$ cat config.mk
export PLATFORM = sky130hd
export DESIGN_NAME = coax_tx
export DESIGN_NICKNAME = d
export VERILOG_FILES = /design/src/rtl/coax_tx.sv
export SDC_FILE = /design/constraint.sdc
export NUM_CORES = 1
export LEC_CHECK = 0
export CAP_MARGIN = 20
export CORE_UTILIZATION = 45
export DETAILED_ROUTE_END_ITERATION = 8
export GPL_ROUTABILITY_DRIVEN = 0
export GPL_TIMING_DRIVEN = 0
export PLACE_DENSITY_LB_ADDON = 0.12
export SLEW_MARGIN = 10
export SYNTH_ARGS = -nofsm -noshare
export SYNTH_HDL_FRONTEND = slang
export SYNTH_SLANG_ARGS = --single-unit
$ cat constraint.sdc
create_clock -name clk -period 3.75 [get_ports clk]
set_input_delay 0.75 -clock clk [delete_from_list [all_inputs] [get_ports clk]]
set_output_delay 0.75 -clock clk [all_outputs]
set_load 0.005 [all_outputs]
$ cat src/rtl/coax_tx.sv
// -----------------------------------------------------------------------------
// coax_tx - 3270 coax link transmitter
//
// A one-word holding register accepts 10-bit words from the shared data bus.
// Each message is framed as: line quiesce (five '1' bits), a code violation,
// then for every queued word a sync '1', ten data bits (MSB first) and an even
// parity bit. The message ends with an end sequence ('0' bit, then a full bit
// time high). Bits are biphase coded: '1' = low then high, '0' = high then low.
//
// Parameters
//   CLOCKS_PER_BIT : clk cycles per bit time (even, >= 4)
//
// Ports
//   clk    : system clock
//   reset  : synchronous, active-high reset
//   data   : word to transmit, sampled when strobe && ready
//   strobe : one-cycle load request
//   ready  : holding register empty, a word can be loaded
//   active : high for the whole message, enables the external line driver
//   tx     : serial line output
// -----------------------------------------------------------------------------
module coax_tx #(
   parameter int CLOCKS_PER_BIT = 8
) (
   input  logic       clk,
   input  logic       reset,
   input  logic [9:0] data,
   input  logic       strobe,
   output logic       ready,
   output logic       active,
   output logic       tx
);

   localparam int              CW     = $clog2(CLOCKS_PER_BIT);
   localparam logic [CW-1:0]   C_LAST = CW'(CLOCKS_PER_BIT - 1);
   localparam logic [CW-1:0]   C_HALF = CW'(CLOCKS_PER_BIT / 2);

   typedef enum logic [2:0] {
      S_IDLE,
      S_QUIESCE,
      S_VIOLATION,
      S_SYNC,
      S_DATA,
      S_PARITY,
      S_END
   } state_t;

   state_t          r_state;
   state_t          w_next;
   logic [CW-1:0]   r_clk_cnt;
   logic [3:0]      r_bit_cnt;
   logic [9:0]      r_hold;
   logic [9:0]      r_shift;
   logic            r_full;

   logic            w_load;
   logic            w_xfer;
   logic            w_bit_end;
   logic            w_state_end;
   logic            w_first_half;
   logic            w_bit_val;
   logic [3:0]      w_last_bit;
   logic [2:0]      w_half_idx;

   assign w_load       = strobe && !r_full;
   assign w_bit_end    = (r_clk_cnt == C_LAST);
   assign w_first_half = (r_clk_cnt < C_HALF);
   // Holding register moves to the shift register on the first SYNC clock.
   assign w_xfer       = (r_state == S_SYNC) && (r_clk_cnt == '0) && (r_bit_cnt == 4'd0);
   // Half-bit index inside the three-bit-time code violation.
   assign w_half_idx   = {r_bit_cnt[1:0], ~w_first_half};

   // Index of the last bit time of each framing state.
   always_comb begin
      // NOTE: every combinational output gets a default first so no path can
      // leave it unassigned and infer a latch.
      w_last_bit = 4'd0;
      case (r_state)
         S_QUIESCE:   w_last_bit = 4'd4;
         S_VIOLATION: w_last_bit = 4'd2;
         S_DATA:      w_last_bit = 4'd9;
         S_END:       w_last_bit = 4'd1;
         default:     w_last_bit = 4'd0;
      endcase
   end

   assign w_state_end = w_bit_end && (r_bit_cnt == w_last_bit);

   // Next-state logic.
   always_comb begin
      w_next = r_state;
      case (r_state)
         S_IDLE:      if (w_load || r_full) w_next = S_QUIESCE;
         S_QUIESCE:   if (w_state_end) w_next = S_VIOLATION;
         S_VIOLATION: if (w_state_end) w_next = S_SYNC;
         S_SYNC:      if (w_state_end) w_next = S_DATA;
         S_DATA:      if (w_state_end) w_next = S_PARITY;
         // A word queued before the parity bit ends follows with no gap.
         S_PARITY:    if (w_state_end) w_next = r_full ? S_SYNC : S_END;
         S_END:       if (w_state_end) w_next = S_IDLE;
         default:     w_next = S_IDLE;
      endcase
   end

   // Outputs decode only registered state, so strobe/data never reach tx
   // combinationally.
   always_comb begin
      w_bit_val = 1'b1;
      tx        = 1'b0;
      case (r_state)
         S_QUIESCE,
         S_SYNC:      w_bit_val = 1'b1;
         S_DATA:      w_bit_val = r_shift[4'd9 - r_bit_cnt];
         S_PARITY:    w_bit_val = ^r_shift;
         S_END:       w_bit_val = 1'b0;
         default:     w_bit_val = 1'b1;
      endcase
      case (r_state)
         S_IDLE:      tx = 1'b0;
         S_VIOLATION: tx = (w_half_idx < 3'd3);
         // Second END bit time is held high rather than biphase coded.
         S_END:       tx = (r_bit_cnt == 4'd0) ? (w_bit_val ^ w_first_half) : 1'b1;
         default:     tx = w_bit_val ^ w_first_half;
      endcase
   end

   assign active = (r_state != S_IDLE);
   assign ready  = !r_full;

   always_ff @(posedge clk) begin
      // NOTE: sequential state uses non-blocking assignments so every register
      // samples the pre-edge values regardless of statement order.
      if (reset) begin
         r_state   <= S_IDLE;
         r_clk_cnt <= '0;
         r_bit_cnt <= 4'd0;
         r_hold    <= 10'd0;
         r_shift   <= 10'd0;
         r_full    <= 1'b0;
      end else begin
         r_state <= w_next;

         if (r_state == S_IDLE) begin
            r_clk_cnt <= '0;
            r_bit_cnt <= 4'd0;
         end else if (w_bit_end) begin
            r_clk_cnt <= '0;
            r_bit_cnt <= w_state_end ? 4'd0 : r_bit_cnt + 4'd1;
         end else begin
            r_clk_cnt <= r_clk_cnt + 1'b1;
         end

         if (w_xfer) begin
            r_shift <= r_hold;
         end

         // A load and a transfer cannot coincide: the transfer happens only
         // while the holding register is full, when loads are refused.
         if (w_load) begin
            r_hold <= data;
            r_full <= 1'b1;
         end else if (w_xfer) begin
            r_full <= 1'b0;
         end
      end
   end

endmodule

==> impl_metrics.json <==
{
  "grt_pass1_vias": 1338,
  "netlist_instances": 211,
  "p_per_area_nw_per_um2": 322,
  "post-place-ws_ps": 171,
  "ctsHoldBuffers": 0,
  "drtIter0Drc": 83,
  "critPathKind": "flip-flop to output port",
  "htreeDepth": 2,
  "clk_latency_ps": 270,
  "synth_common_cells": "nand2_1, dfxtp_1, a21oi_1",
  "leakagePower_nw": 0.769,
  "antenna_found_initial": 0,
  "max_freq_ghz": 0.300,
  "drive_gt1_frac": 0.110,
  "post-route-util": 0.584,
  "ys_ff_latch": 31,
  "setup.worst_path.start": "r_bit_cnt[1]$_SDFFE_PP0P_",
  "relSlewSlack": 0.705,
  "synth_top_flop_cell": "dfxtp_1",
  "clock-root-buffer": "clkbuf_8",
  "power_mw": 0.653,
  "fin_setup_tns_ps": 0,
  "min-delay-start": "r_hold[9]$_SDFFE_PP0P_",
  "clk_pin_slew_worst_paths_ps": 60,
  "fin_crit_ps": 3330,
  "hold_viol": 0,
  "synth_top_area_frac": 0.367,
  "yosys_warnings": 0,
  "syn_area_um2": 1690,
  "final.setup.worst_slack_ps": 417,
  "dpl_cell_area_um2": 1900,
  "overflow": 0,
  "syn2layout_area_growth_pct": 19.9,
  "cp_max_fo": 4,
  "r2r-start": "r_bit_cnt[1]$_SDFFE_PP0P_",
  "ys_types": 44,
  "synth_enable_flop_cells": 0,
  "slew_viol_final": 0,
  "avgSynthCellArea_um2": 8.01,
  "place_hpwl_um": 2690,
  "end_kind": "output port",
  "die_area_um2": 4000,
  "finalNetCount": 257,
  "status": "complete, no violations",
  "setup_viol": 0,
  "cts_tree": "built",
  "die_y_um": 63.3,
  "max_cap_violations": 0,
  "core_area_um2": 3470,
  "grt_pass1_wl_um": 6040,
  "synth_nets": 232,
  "initial_core_util": 0.487,
  "yosysTopAreaCell": "dfxtp_1",
  "avgRoutedWirePerCell_um": 12.8,
  "clockBufferDepth": 2,
  "diodes": 0,
  "place_inst": 272,
  "hp-class": "flip-flop to flip-flop",
  "peakVddDrop_mv": 0.223,
  "cp-start-kind": "flip-flop",
  "synthTopCellsByArea": "dfxtp_1, nand2_1, a21oi_1, ha_1, xnor2_1",
  "clock_sinks": 31,
  "hold_ws_ps": 455,
  "routed_wl_um": 3630,
  "portBuffers": 15,
  "synthArstFlopShare": 0,
  "worst_pin_slew_ps": 432,
  "finalCritPeriodShare": 0.889,
  "skew_ps": 5.08,
  "stdcell_area_um2": 2030,
  "post-route-drc-count": 0,
  "detail-route-antenna-nets": 0,
  "track_usage": 0.193,
  "timing.reg2reg.setup_slack_ps": 1490,
  "cp.required_ps": 3000,
  "drt-vias-per-instance": 5.21,
  "synth-seq-area-share": 0.367,
  "num_vias": 1475,
  "yosys.cell_count.top_type": "nand2_1",
  "rsz0062_at_grt": "no",
  "grt_max_degree": 11,
  "io_pins": 16,
  "stdcell_count": 283,
  "die_w_um": 63.3,
  "worstPathArrival_ps": 2580,
  "numCtsBuffers": 5,
  "first_pass_iters": 4,
  "rows": 21
}
==> flip-flops by register name (all words and copies together), names as in the netlist <==
signal     flops
r_clk_cnt      3
r_state        3
r_full         1
r_bit_cnt      4
r_hold        10
r_shift       10
==> layer usage <==
layer | share of wire | track usage | vias to the layer above
met3 | 0.035 | 0.0489 | 2
li1 | - | - | 758
met5 | 0 | 0 | -
met1 | 0.45 | 0.220 | 682
met4 | 0.0033 | 0.0511 | 0
met2 | 0.51 | 0.353 | 33
==> worst paths after layout <==
path | to | cells past startpoint
worst max-delay path | tx | 11
worst min-delay path | r_shift[9]$_SDFFE_PP0P_ | 2
worst max register to register | r_shift[7]$_SDFFE_PP0P_ | 10
worst min register to register | r_shift[9]$_SDFFE_PP0P_ | 2
==> worst max-delay path, cell delays in order, from the launching register on <==
cell            delay, ps
dfxtp_2               340
buf_6                 100
clkinvlp_4            100
ha_4                  260
or4_1                 410
o31a_1                300
o31a_2                140
nand3_2                90
mux2i_1                80
a211oi_2              190
o22a_1                170
dlymetal6s2s_1        120
==> final cells by class <==
type / instances / area, µm²
flip-flops and latches: 31 / 623
repair buffers: 18 / 175
inverters: 9 / 37.5
fillers: 328 / 1440
well taps: 46 / 57.6
plain buffers: 14 / 65.1
clock buffers: 6 / 72.6
clock inverters: 2 / 12.5
multi-input cells: 157 / 982
==> power by group <==
| part | internal, mW | total, mW | switching [mW] |
|---|---|---|---|
| Sequential | 0.339 | 0.344 | 0.00514 |
| Clock | 0.129 | 0.250 | 0.121 |
| Combinational | 0.0286 | 0.0583 | 0.0298 |
| Total | 0.497 | 0.653 | 0.156 |
==> logic make-up after synthesis <==
logic type	count (synthesis)	synth area share
buffers and inverters	23	0.0585
flip-flops	31	0.367
XOR/XNOR	12	0.0704
adder cells (fa/ha/maj)	8	0.0593
AND/OR/NAND/NOR	85	0.234
multiplexers	6	0.0444
AO/OA/AOI/OAI	46	0.166
==> cell usage in the layout, fill, tap and decap left out, types with 3 or more instances in the layout <==
| master | count |
|---|---|
| xnor2_1 | 9 |
| o21ai_1 | 3 |
| inv_1 | 7 |
| buf_2 | 4 |
| clkdlybuf4s50_1 | 14 |
| clkbuf_8 | 5 |
| a21oi_1 | 28 |
| clkbuf_1 | 10 |
| o22ai_1 | 3 |
| dfxtp_1 | 29 |
| nor3_1 | 5 |
| nand2_1 | 50 |
| nand2b_1 | 4 |
| mux2i_1 | 3 |
| nor2_1 | 8 |
| nor2b_1 | 3 |
| ha_1 | 7 |
| buf_4 | 3 |
==> what timing repair did <==
item / CTS / global route
resized for setup: 3 / 2
setup buffers: 2 / 1
cloned: 0 / 0
endpoints found under the setup margin: 1 / 1
No activity file was read; power rests on OpenSTA's default activity.
